**src/rtl/lfsr_pkg.sv**
```systemverilog
// -----------------------------------------------------------------------------
// lfsr_pkg
// Shared definitions for the lfsr_gen block.
//   lfsr_mode_t    : feedback form (Fibonacci / Galois)
//   LFSR_MIN_W/MAX : legal state widths
//   lfsr_taps()    : maximal-length tap mask (tap n -> bit n-1), XAPP052 table
//   lfsr_poly()    : Galois lower-order term mask (taps below the top term, plus x^0)
//   lfsr_steps_ok(): true when STEPS is coprime to the sequence period 2^W-1
// No ports (package).
// -----------------------------------------------------------------------------
package lfsr_pkg;

  typedef enum logic {
    LFSR_FIB = 1'b0,
    LFSR_GAL = 1'b1
  } lfsr_mode_t;

  localparam int LFSR_MIN_W = 2;
  localparam int LFSR_MAX_W = 32;

  function automatic logic [31:0] lfsr_taps(input int width);
    logic [31:0] m;
    case (width)
      2:       m = 32'h0000_0003;
      3:       m = 32'h0000_0006;
      4:       m = 32'h0000_000C;
      5:       m = 32'h0000_0014;
      6:       m = 32'h0000_0030;
      7:       m = 32'h0000_0060;
      8:       m = 32'h0000_00B8;
      9:       m = 32'h0000_0110;
      10:      m = 32'h0000_0240;
      11:      m = 32'h0000_0500;
      12:      m = 32'h0000_0829;
      13:      m = 32'h0000_100D;
      14:      m = 32'h0000_2015;
      15:      m = 32'h0000_6000;
      16:      m = 32'h0000_D008;
      17:      m = 32'h0001_2000;
      18:      m = 32'h0002_0400;
      19:      m = 32'h0004_0023;
      20:      m = 32'h0009_0000;
      21:      m = 32'h0014_0000;
      22:      m = 32'h0030_0000;
      23:      m = 32'h0042_0000;
      24:      m = 32'h00E1_0000;
      25:      m = 32'h0120_0000;
      26:      m = 32'h0200_0023;
      27:      m = 32'h0400_0013;
      28:      m = 32'h0900_0000;
      29:      m = 32'h1400_0000;
      30:      m = 32'h2000_0029;
      31:      m = 32'h4800_0000;
      32:      m = 32'h8020_0003;
      default: m = 32'h0000_0000;
    endcase
    return m;
  endfunction

  // Drop the x^W term, move each remaining tap n from bit n-1 to bit n,
  // and add the constant term.  For W=8 this yields 8'h71.
  function automatic logic [31:0] lfsr_poly(input int width);
    logic [31:0] t;
    t = lfsr_taps(width) & ~(32'h1 << (width - 1));
    return (t << 1) | 32'h1;
  endfunction

  // Euclid on (2^W-1, steps); bounded loop keeps it a clean constant function.
  function automatic bit lfsr_steps_ok(input int steps, input int width);
    longint unsigned a;
    longint unsigned b;
    longint unsigned t;
    a = (64'd1 << width) - 64'd1;
    b = longint'(steps);
    for (int i = 0; i < 128; i++) begin
      if (b != 0) begin
        t = a % b;
        a = b;
        b = t;
      end
    end
    return (a == 64'd1);
  endfunction

endpackage

```
**src/rtl/lfsr_step.sv**
```systemverilog
// -----------------------------------------------------------------------------
// lfsr_step
// Combinational single-bit LFSR shift for a fixed width and feedback form.
//   state_i [DATA-1:0] : current state
//   state_o [DATA-1:0] : state after one shift
// MODE 0 (Fibonacci): feedback = XOR of tapped bits, shifted in at the LSB.
// MODE 1 (Galois)   : shift left, XOR the lower-term mask when the MSB falls out.
// -----------------------------------------------------------------------------
module lfsr_step
  import lfsr_pkg::*;
#(
  parameter int DATA = 8,
  parameter int MODE = 0
) (
  input  logic [DATA-1:0] state_i,
  output logic [DATA-1:0] state_o
);

  localparam logic [31:0]     TAPS32 = lfsr_taps(DATA);
  localparam logic [31:0]     POLY32 = lfsr_poly(DATA);
  localparam logic [DATA-1:0] TAPS   = TAPS32[DATA-1:0];
  localparam logic [DATA-1:0] POLY   = POLY32[DATA-1:0];

  if (MODE == int'(LFSR_GAL)) begin : g_gal
    assign state_o = {state_i[DATA-2:0], 1'b0} ^ (state_i[DATA-1] ? POLY : '0);
  end else begin : g_fib
    assign state_o = {state_i[DATA-2:0], ^(state_i & TAPS)};
  end

endmodule

```
**src/rtl/lfsr_gen.sv**
```systemverilog
// -----------------------------------------------------------------------------
// lfsr_gen
// Maximal-length LFSR source with seed load, zero-seed fix, valid/ready output
// and a wrap pulse when the sequence lands back on its origin (last seed).
// Parameters: DATA (2..32), MODE (0 Fibonacci / 1 Galois), STEPS (1..DATA
// shifts per accepted advance), SEED (reset state, 0 is replaced by 1).
// Ports:
//   clk        in   rising-edge clock
//   reset      in   asynchronous active-high reset
//   seed_we    in   load seed on the next edge (wins over an advance)
//   seed       in   seed value
//   out_ready  in   consumer takes out; state advances when out_valid
//   out        out  current state register
//   out_valid  out  out is a sequence value
//   wrap       out  one-cycle pulse: advance landed on origin
//   zero_fix   out  one-cycle pulse: an all-zero seed was replaced by 1
//   period_cnt out  accepted advances since load/reset/wrap, saturating
//                   (present only when LFSR_PERIOD_CNT_EN is defined)
// Optional build macro: LFSR_PERIOD_CNT_EN
// -----------------------------------------------------------------------------
module lfsr_gen
  import lfsr_pkg::*;
#(
  parameter int              DATA  = 8,
  parameter int              MODE  = 0,
  parameter int              STEPS = 1,
  parameter logic [DATA-1:0] SEED  = {{(DATA-1){1'b0}}, 1'b1}
) (
  input  logic            clk,
  input  logic            reset,
  input  logic            seed_we,
  input  logic [DATA-1:0] seed,
  input  logic            out_ready,
  output logic [DATA-1:0] out,
  output logic            out_valid,
  output logic            wrap,
  output logic            zero_fix
`ifdef LFSR_PERIOD_CNT_EN
  ,
  output logic [DATA-1:0] period_cnt
`endif
);

  localparam logic [DATA-1:0] ONE           = {{(DATA-1){1'b0}}, 1'b1};
  localparam logic [DATA-1:0] ORIGIN_RST    = (SEED == '0) ? ONE : SEED;
  localparam bit              STEPS_COPRIME = lfsr_steps_ok(STEPS, DATA);

  if (DATA < LFSR_MIN_W || DATA > LFSR_MAX_W) begin : g_bad_data
    $error("lfsr_gen: DATA=%0d outside %0d..%0d", DATA, LFSR_MIN_W, LFSR_MAX_W);
  end
  if (STEPS < 1 || STEPS > DATA) begin : g_bad_steps
    $error("lfsr_gen: STEPS=%0d outside 1..%0d", STEPS, DATA);
  end

  logic [DATA-1:0] state_q, state_d;
  logic [DATA-1:0] origin_q, origin_d;
  logic            valid_q, valid_d;
  logic            wrap_q, wrap_d;
  logic            zfix_q, zfix_d;
  logic [DATA-1:0] seed_fixed;
  logic            advance;

  // chain[k] = state after k single shifts; the whole chain settles in one cycle.
  logic [DATA-1:0] chain [STEPS+1];
  assign chain[0] = state_q;

  for (genvar gi = 0; gi < STEPS; gi++) begin : g_step
    lfsr_step #(
      .DATA (DATA),
      .MODE (MODE)
    ) u_step (
      .state_i (chain[gi]),
      .state_o (chain[gi+1])
    );
  end

  assign seed_fixed = (seed == '0) ? ONE : seed;
  assign advance    = valid_q & out_ready & ~seed_we;

  always_comb begin
    state_d  = state_q;
    origin_d = origin_q;
    valid_d  = 1'b1;
    wrap_d   = 1'b0;
    zfix_d   = 1'b0;
    if (seed_we) begin
      // A load restarts the sequence: the loaded value becomes the new origin
      // and out_valid drops for one cycle so the consumer sees the restart.
      state_d  = seed_fixed;
      origin_d = seed_fixed;
      zfix_d   = (seed == '0);
      valid_d  = 1'b0;
    end else if (advance) begin
      state_d = chain[STEPS];
      wrap_d  = (chain[STEPS] == origin_q);
    end
  end

  always_ff @(posedge clk or posedge reset) begin
    if (reset) begin
      state_q  <= ORIGIN_RST;
      origin_q <= ORIGIN_RST;
      valid_q  <= 1'b0;
      wrap_q   <= 1'b0;
      zfix_q   <= 1'b0;
    end else begin
      state_q  <= state_d;
      origin_q <= origin_d;
      valid_q  <= valid_d;
      wrap_q   <= wrap_d;
      zfix_q   <= zfix_d;
    end
  end

`ifdef LFSR_PERIOD_CNT_EN
  logic [DATA-1:0] cnt_q, cnt_d;

  always_comb begin
    cnt_d = cnt_q;
    if (seed_we) begin
      cnt_d = '0;
    end else if (advance) begin
      if (wrap_d) begin
        cnt_d = '0;
      end else if (cnt_q != '1) begin
        cnt_d = cnt_q + ONE;
      end
    end
  end

  always_ff @(posedge clk or posedge reset) begin
    if (reset) begin
      cnt_q <= '0;
    end else begin
      cnt_q <= cnt_d;
    end
  end

  assign period_cnt = cnt_q;
`endif

  // A STEPS value sharing a factor with 2^DATA-1 shortens the period; flag it
  // in simulation rather than spending logic on it.
  always_ff @(posedge clk) begin
    if (!reset) begin
      assert (STEPS_COPRIME)
        else $error("lfsr_gen: STEPS=%0d not coprime to 2^%0d-1", STEPS, DATA);
      assert (state_q != '0)
        else $error("lfsr_gen: state reached all-zero");
    end
  end

  assign out       = state_q;
  assign out_valid = valid_q;
  assign wrap      = wrap_q;
  assign zero_fix  = zfix_q;

endmodule

```
**config.mk**
```make
export PLATFORM = sky130hd
export DESIGN_NAME = lfsr_gen
export DESIGN_NICKNAME = d
export VERILOG_FILES = /design/src/rtl/lfsr_pkg.sv /design/src/rtl/lfsr_step.sv /design/src/rtl/lfsr_gen.sv
export SDC_FILE = /design/constraint.sdc
export NUM_CORES = 1
export LEC_CHECK = 0
export ABC_AREA = 1
export BUFFER_PORTS_ARGS = -buffer_cell sky130_fd_sc_hd__buf_4
export CAP_MARGIN = 20
export CORE_UTILIZATION = 54
export CTS_BUF_LIST = sky130_fd_sc_hd__clkbuf_4 sky130_fd_sc_hd__clkbuf_8
export CTS_CLUSTER_DIAMETER = 50
export DETAILED_ROUTE_END_ITERATION = 12
export HOLD_SLACK_MARGIN = 0.12
export PLACE_DENSITY = 0.88
export SLEW_MARGIN = 40
export SYNTH_ARGS = -nofsm -noshare
export SYNTH_HDL_FRONTEND = slang
export SYNTH_SLANG_ARGS = --single-unit
```
**constraint.sdc**
```tcl
create_clock -name clk -period 1.4 [get_ports clk]
set_input_delay 0.21 -clock clk [delete_from_list [all_inputs] [get_ports clk]]
set_output_delay 0.21 -clock clk [all_outputs]
set_load 0.05 [all_outputs]
```
After elaboration in Yosys (flattened, before gate mapping)
Index checks and enable logic that the tools add are counted.
{"block": "op_classes", "bitwise": 3, "muxes": 7, "n_eq_ne": 1, "reduce_logical": 3}
{"cell": "2-to-1 mux 8 bit", "count": 3}
{"cell": "== test 8 bit", "count": 1}
{"cell": "zero test 8 bit", "count": 1}
{"cell": "XOR reduction 8 bit", "count": 1}
{"cell": "2-to-1 mux 1 bit", "count": 4}
{"cell": "bitwise AND 1 bit", "count": 2}
{"cell": "nonzero test 2 bit", "count": 1}
{"cell": "inverter 1 bit", "count": 1}
{"block": "word_totals", "inputBits": 12, "out_inout_bits": 11, "ff_bits": 19}

Longest topological paths before layout
Gate-level depths: netlist of the first run.
{"block": "depth", "ltp_word": 4, "mapped_depth": 9, "ltp_nobuf": 9}

Cells and area by module
A second synthesis of the first run with hierarchy kept.
{"block": "unflattened", "hier_cells": 138, "hier_area_um2": 1058.5}
{"mod": "lfsr_gen", "area_per_inst_um2": 942.2, "seq_area_each_um2": 478.0, "cells_per_inst": 116, "n_inst": 1}
{"mod": "lfsr_step", "area_per_inst_um2": 116.4, "seq_area_each_um2": 0.0, "cells_per_inst": 22, "n_inst": 1}

Least setup slack after synthesis of the first run
No wires, ideal clock.
{"block": "synth_timing", "path_type": "register to register", "startpoint": "register valid_q, in the netlist out_valid", "endpoint": "register wrap_q, in the netlist wrap", "path_stages_with_launch": 7, "period_less_slack_ns": 1.285, "slack_ns": 0.115, "n_path_buf": 0, "arrival_time_ns": 1.214, "setup_ns": 0.071, "path_cell_list": "dfrtp_1 nand2_2 nor2_8 nand3_1 nor2_2 nand2_1 nor2_1"}
{"block": "synth_via", "elab_chain_len": 4}
{"item": "from (decl)", "line_no": "lfsr_gen.sv:57", "rtl": "logic valid_q, valid_d;"}
{"item": "from (signal assigned)", "line_no": "lfsr_gen.sv:109", "rtl": "valid_q <= valid_d;"}
{"item": "bitwise AND 1 bit (2 in series)", "line_no": "lfsr_gen.sv:78", "rtl": "assign advance = valid_q & out_ready & ~seed_we;"}
{"item": "2-to-1 mux 1 bit", "line_no": "lfsr_gen.sv:93", "rtl": "end else if (advance) begin"}
{"item": "2-to-1 mux 1 bit", "line_no": "lfsr_gen.sv:86", "rtl": "if (seed_we) begin"}
{"item": "net wrap_d", "line_no": "lfsr_gen.sv:58", "rtl": "logic wrap_q, wrap_d;"}
{"item": "to (signal assigned)", "line_no": "lfsr_gen.sv:110", "rtl": "wrap_q <= wrap_d;"}
{"item": "to (decl)", "line_no": "lfsr_gen.sv:58"}
The timed path passes the listed nets, and every way through them passes these cells.
A chain may end at the register's enable or synchronous reset.

Worst setup path after layout of the first run
{"block": "layout_timing", "startpoint": "register state_q[0], in the netlist out[0]", "endpoint": "output port out[0]"}
{"item": "from (decl)", "line_no": "lfsr_gen.sv:55", "rtl": "logic [DATA-1:0] state_q, state_d;"}
{"item": "from (signal assigned)", "line_no": "lfsr_gen.sv:107", "rtl": "state_q <= state_d;"}
{"item": "to (decl)", "line_no": "lfsr_gen.sv:34", "rtl": "output logic [DATA-1:0] out,"}
No word-level cell between the ends.

==> results by group, run 1 <==
Critical path
  • Setup CP Type: flop to output pin
  • Critical Path Max Stage Delay: just under 0.6 ns
  • Critical path launch point type: flop
  • Crit path depth: 1
  • R2R cell count: 9
  • CP cell instances: buf_4
  • Critical Path RT: 1.19 ns
  • Arrival time at the worst endpoint: around 1.1 ns
  • CP top delay family: flip-flops
  • Crit end category: output pin
  • Buffers & Inverters on Critical Path: 1
  • CP max FO: 4
  • Slowest-stage cell, CP: dfstp_2

Synthesis
  • Seq cells post-synth: 19
  • Post-synth top area cell: dfrtp_1
  • Ys Warns: 0
  • Synthesized area per cell: about 7.9 µm²
  • Cell count after synthesis: 120
  • Async SR Flop Fraction: 100%
  • Unique masters post-synth: 17
  • Top-count cell post-synth: nand2_1
  • Synthesized Nets: between 100 and 150
  • Main synth FF type: dfrtp_1
  • Post-Syn Area: roughly 950 µm²
  • Top area cells in the synthesized netlist: dfrtp_1, nand2_1, dfstp_2
  • EDFF count, synth: 0
  • Share of the synthesized area in the top cell type: approximately 45%
  • Post-synthesis sequential area ratio: 50.3%
  • Post-synth top cells: nand2_1, dfrtp_1, inv_1

Place
  • RePlAce Congestion: 0.896
  • DP Wirelength: roughly 1600 µm
  • Placed Cells: about 160
  • PortBufs: 22

Detailed routing
  • DR vias/cell: ~5.6
  • Drt drc: 0
  • Wire length per cell: about 13 µm
  • Drt pass-1 iters: 7
  • Routed wire length: between 2000 and 2500 µm
  • Starting DRT DRC Count: 42
  • Antenna-violating nets left: 0
  • Vias post-DR: 903

Finish
  • ANT cells: 0
  • Layout cells sized above 1: 26.7%
  • Area growth syn-to-layout: 22.5%
  • Final cell count without fillers: roughly 160
  • Post-layout util: 73.8%
  • Final #Nets: around 160

STA
  • Final Hold Fails: 0
  • Worst slew pin tran: between 0.2 and 0.25 ns
  • RSZ-0062 raised after global routing: no
  • Final Skew: approximately 0.014 ns
  • Setup TNS: 0 ns
  • Final Slew Violations: 0
  • Final period utilization: between 90 and 100%
  • Slew HR: between 80% and 90%
  • Hold slack: between 0.1 and 0.15 ns
  • Final setup fails: 0
  • Fmax: approximately 770 MHz
  • Minimum clock period: 1.29 ns

Power and ir drop
  • Sequential share of power: 49.9%
  • Static Leak: between 0.0006 and 0.0007 µW
  • Peak VDD IR: between 600 and 700 µV
  • Pwr dens: roughly 1100 mW/mm²
  • Logic pwr share: approximately 29%
  • Clock share of power: between 20% and 30%
  • Int Pwr: 835 µW
  • NetSw: 466 µW
  • Sw Share: a little over a third

CTS
  • Clk buf depth: 2
  • Clk slew on worst S/H paths: around 0.11 ns
  • Root buffer cell: clkbuf_4
  • Worst skew pair latency: ~0.31 ns
  • Sink Count: 19
  • CTS Buf Count: 3
  • Hold-fix buffers, CTS: 1
  • CTS tree: done
  • Post-CTS setup buffers: 0
  • Post-cts gate resize count: 0
  • H-tree lvl count: 1

Status
  • Outcome: finished clean

Global routing
  • Initial antenna violation count: 0
  • Largest net degree at the start of global routing: 20
  • First-pass GRT wire length: between 3000 and 4000 µm
  • Grt total ovfl: 0
  • Vias in the first global route: around 780
  • All-layer global routing usage: roughly a quarter

Floorplan
  • Placeable Area: between 0.0015 and 0.002 mm²
  • Io pins: 23
  • Die extent in x: 43.9 µm
  • Initial Util: about three fifths
  • Die area: 0.00193 mm²
  • Die H: between 40 and 50 µm
  • Rows: 14

Hold path
  • Worst Hold Depth: 3
  • Min-Delay Path Class: primary input to flop

Flow run
  • Max_cap viols: 0
## metrics by stage
| step | worst slack [ns] | power [µW] | instance area (µm²) |
|---|---|---|---|
| finish | 0.109 | 1300 | 1160 |
| global route | 0.0738 | 1360 | 1160 |
| CTS | 0.0974 | 1310 | 1160 |
| detailed placement | 0.318 | 1030 | 1130 |
| global placement | 0.333 | 1020 | 1130 |
| floorplan | 0.115 | 911 | 950 |
## power by group through the flow
stage                     clock [µW]  sequential (µW)  combinational [µW]
after floorplan                    0              749                 162
after global placement             0              655                 362
after detailed placement           0              658                 370
after CTS                        285              648                 373
after global routing             300              655                 406
final                            279              649                 373
## logic make-up after synthesis
| logic type | count (synthesis) | synth area share [%] |
|---|---|---|
| AO/OA/AOI/OAI | 13 | 9.22 |
| XOR/XNOR | 2 | 1.84 |
| buffers and inverters | 20 | 8.83 |
| flip-flops | 19 | 50.3 |
| AND/OR/NAND/NOR | 66 | 29.8 |
## worst paths after layout
kind | slack [ns] | to | from
worst min-delay path | 0.14 | out[4] | seed[4]
max in group asynchronous | 0.66 | out[0] | reset
min in group asynchronous | 0.46 | out[2] | reset
worst max register to register | 0.28 | out[0] | out[3]
worst min register to register | 0.51 | out[0] | out[0]
worst max-delay path | 0.11 | out[0] | out[0]
## flip-flops by register name (all words and copies together) (netlist names)
name       count
wrap           1
origin_q       8
out_valid      1
out            8
zero_fix       1
## layout make-up
class	count	area [µm²]
flip-flops and latches	19	478
fillers	122	413
multi-input cells	81	388
repair buffers	24	183
inverters	18	67.6
clock buffers	3	22.5
well taps	16	20.0
clock inverters	1	5.00
## cells in the final DEF (no fill, tap or decap)
cell and n:
o21ai_0 6, nand2_1 46, inv_1 13, o221ai_1 4, nor2_8 1, nor2_1 9, inv_2 5, o211ai_1 3
xnor2_1 2, nand4_1 1, nand3_1 5, nand2_2 2, dfstp_2 2, clkinv_2 1, dlygate4sd3_1 1, clkbuf_4 3
dfrtp_1 17, nor2_2 2, buf_4 23
## metal layers
layer / routed length, µm / vias up / global-route usage (%)
met5: 0 / - / 0
met3: 171 / 4 / 6.25
met2: 1030 / 41 / 41.8
li1: - / 430 / -
met4: 25 / 0 / 9.09
met1: 859 / 428 / 31.6
(Power assumes the default switching activity.)
==> inputs of run 2 (changes only) <==
--- a/config.mk
+++ b/config.mk
@@ -8,12 +8,13 @@
 export ABC_AREA = 1
 export BUFFER_PORTS_ARGS = -buffer_cell sky130_fd_sc_hd__buf_4
 export CAP_MARGIN = 20
-export CORE_UTILIZATION = 54
+export CORE_UTILIZATION = 45
 export CTS_BUF_LIST = sky130_fd_sc_hd__clkbuf_4 sky130_fd_sc_hd__clkbuf_8
 export CTS_CLUSTER_DIAMETER = 50
 export DETAILED_ROUTE_END_ITERATION = 12
 export HOLD_SLACK_MARGIN = 0.12
-export PLACE_DENSITY = 0.88
+export PLACE_DENSITY = 0.77
+export SETUP_SLACK_MARGIN = 0.15
 export SLEW_MARGIN = 40
 export SYNTH_ARGS = -nofsm -noshare
 export SYNTH_HDL_FRONTEND = slang
==> results by group, run 2 (synthesized netlist as in run 1, its figures left out) <==
STA
  • Final Slew Violations: 0 (unchanged)
  • RSZ-0062 raised after global routing: yes (was no)
  • Setup TNS: 0 ns (unchanged)
  • Slew HR: 84.1% (was 83.8%)
  • Worst slew pin tran: 0.238 ns (was 0.243 ns)
  • Final Skew: 0.00964 ns (was 0.0138 ns)
  • Final Hold Fails: 0 (unchanged)
  • Fmax: 801 MHz (was 774 MHz)
  • Hold slack: 0.146 ns (was 0.141 ns)
  • Minimum clock period: 1.25 ns (was 1.29 ns)
  • Final period utilization: 89.2% (was 92.2%)
  • Final setup fails: 0 (unchanged)

Critical path
  • CP top delay family: flip-flops (unchanged)
  • Critical path launch point type: flop (unchanged)
  • Crit end category: output pin (unchanged)
  • FF-to-FF Start: out[0] (was out[3])
  • Arrival time at the worst endpoint: 1.04 ns (was 1.08 ns)
  • CP max FO: 3 (was 4)
  • Critical Path Max Stage Delay: 0.58 ns (about the same)
  • CP startpoint: out[0] (unchanged)
  • R2R cell count: 6 (was 9)
  • Buffers & Inverters on Critical Path: 1 (unchanged)
  • R2R Path End: wrap (was out[0])
  • Slowest-stage cell, CP: dfstp_2 (unchanged)
  • Crit path depth: 1 (unchanged)
  • Setup CP Type: flop to output pin (unchanged)
  • Worst-case register-to-register setup slack: 0.16 ns (was 0.28 ns)
  • CP cell instances: buf_6 (was buf_4)
  • Critical Path RT: 1.19 ns (about the same)

Detailed routing
  • Drt pass-1 iters: 4 (was 7)
  • Starting DRT DRC Count: 20 (was 42)
  • Drt drc: 0 (unchanged)
  • Antenna-violating nets left: 0 (unchanged)
  • Wire length per cell: 12.3 µm (was 12.9 µm)
  • Routed wire length: 2150 µm (was 2090 µm)
  • Vias post-DR: 869 (was 903)
  • DR vias/cell: 4.97 (was 5.57)

Finish
  • Final #Nets: 161 (was 159)
  • Filler cells: 180 (was 122)
  • Register area: 483 µm² (was 478 µm²)
  • Final cell count without fillers: 175 (was 162)
  • Most frequent cells in the layout: nand2_1, buf_4, inv_1, dfrtp_1, nor2_1 (was nand2_1, buf_4, dfrtp_1, inv_1, nor2_1)
  • Area growth syn-to-layout: 26.5% (was 22.5%)
  • ANT cells: 0 (unchanged)
  • Area of the multi-input gates: 388 µm² (unchanged)
  • Post-layout instance area: 0.00120 mm² (was 0.00116 mm²)
  • Layout cells sized above 1: 30.4% (was 26.7%)
  • Post-layout util: 60.6% (was 73.8%)
  • Commonest non-fill, non-tap cell in the layout: nand2_1 (unchanged)

CTS
  • Clk slew on worst S/H paths: 0.12 ns (was 0.11 ns)
  • Clk buf depth: 2 (unchanged)
  • CTS tree: done (unchanged)
  • Root buffer cell: clkbuf_4 (unchanged)
  • H-tree lvl count: 1 (unchanged)
  • Sink Count: 19 (unchanged)
  • Worst skew pair latency: 0.30 ns (was 0.31 ns)
  • CTS Buf Count: 3 (unchanged)

Global routing
  • Grt total ovfl: 0 (unchanged)
  • All-layer global routing usage: 21.8% (was 25.0%)
  • Largest net degree at the start of global routing: 20 (unchanged)
  • Initial antenna violation count: 0 (unchanged)
  • Vias in the first global route: 784 (was 783)
  • First-pass GRT wire length: 3400 µm (was 3420 µm)

Floorplan
  • Die H: 47.9 µm (was 43.9 µm)
  • Die extent in x: 47.9 µm (was 43.9 µm)
  • Placeable Area: 0.00198 mm² (was 0.00158 mm²)
  • Rows: 16 (was 14)
  • Die area: 0.00230 mm² (was 0.00193 mm²)
  • Io pins: 23 (unchanged)
  • Initial Util: 47.9% (was 60.2%)

Place
  • RePlAce Congestion: 0.840 (was 0.896)
  • Placed cell area: 0.00114 mm² (was 0.00113 mm²)
  • DP Wirelength: 1620 µm (was 1570 µm)
  • Placed Cells: 168 (was 157)
  • PortBufs: 22 (unchanged)

Hold path
  • Hold Crit Start: seed[1] (was seed[4])
  • Worst Hold Depth: 3 (unchanged)
  • Min-Delay Path Class: primary input to flop (unchanged)
  • Hold endpoint: origin_q[1] (was out[4])

Power and ir drop
  • Static Leak: 0.000634 µW (was 0.000627 µW)
  • Clock share of power: 21.3% (was 21.4%)
  • Int Pwr: 851 µW (was 835 µW)
  • Pwr dens: 1100 mW/mm² (was 1120 mW/mm²)
  • Sw Share: 35.6% (was 35.8%)
  • NetSw: 471 µW (was 466 µW)
  • Sequential share of power: 49.1% (was 49.9%)
  • Logic pwr share: 29.6% (was 28.7%)
  • Peak VDD IR: 718 µV (was 665 µV)

Status
  • Outcome: finished clean (unchanged)

Flow run
  • Max_cap viols: 0 (unchanged)
## run 2: cell types whose count changed in the layout (fill, tap and decap cells not counted)
cell / change
dfrtp_1: -4
dfrtp_2: +4
buf_4: +1
buf_6: +1
## run 2: routing by layer
layer	part of all wire, %	global-route usage [%]	vias up
met1	45	29.5	400
met2	49	35.7	37
li1	-	-	428
met4	1.1	8.33	0
met3	5.0	2.26	4
met5	0	0	-
## run 2: timing repair
action | in CTS | in global routing
hold endpoints to repair | 17 | 0
endpoints found under the setup margin | 1 | 2
setup buffers | 2 | 0
gates resized for setup | 1 | 0
hold buffers | 1 | 0
## run 2: per-stage QoR
stage / power (µW) / setup slack (ns)
after detailed placement: 1030 / 0.271
after floorplan: 913 / 0.163
after CTS: 1330 / 0.155
after global routing: 1380 / 0.118
final: 1320 / 0.151
after global placement: 1020 / 0.278
## run 2: final cells by class
cell class / count / share of cell area (%)
flip-flops and latches: 19 / 40.2
repair buffers: 26 / 16.8
inverters: 18 / 5.63
multi-input cells: 81 / 32.3
well taps: 27 / 2.81
clock inverters: 1 / 0.417
clock buffers: 3 / 1.88
## run 2: power groups by stage
stage	Combinational, µW	Clock, µW	Sequential, µW
2_1_floorplan	162	0	751
3_3_place_gp	365	0	659
3_5_place_dp	371	0	662
4_1_cts	394	284	650
5_1_grt	431	296	657
6_report	392	281	650
## run 2: how the worst max path moves through the flow
| stage | end | slack [ns] |
|---|---|---|
| 2_1_floorplan | out[0] | 0.16 |
| 3_3_place_gp | wrap | 0.28 |
| 3_5_place_dp | wrap | 0.27 |
| 4_1_cts | out[0] | 0.15 |
| 5_1_grt | wrap | 0.12 |
| 6_report | out[0] | 0.15 |
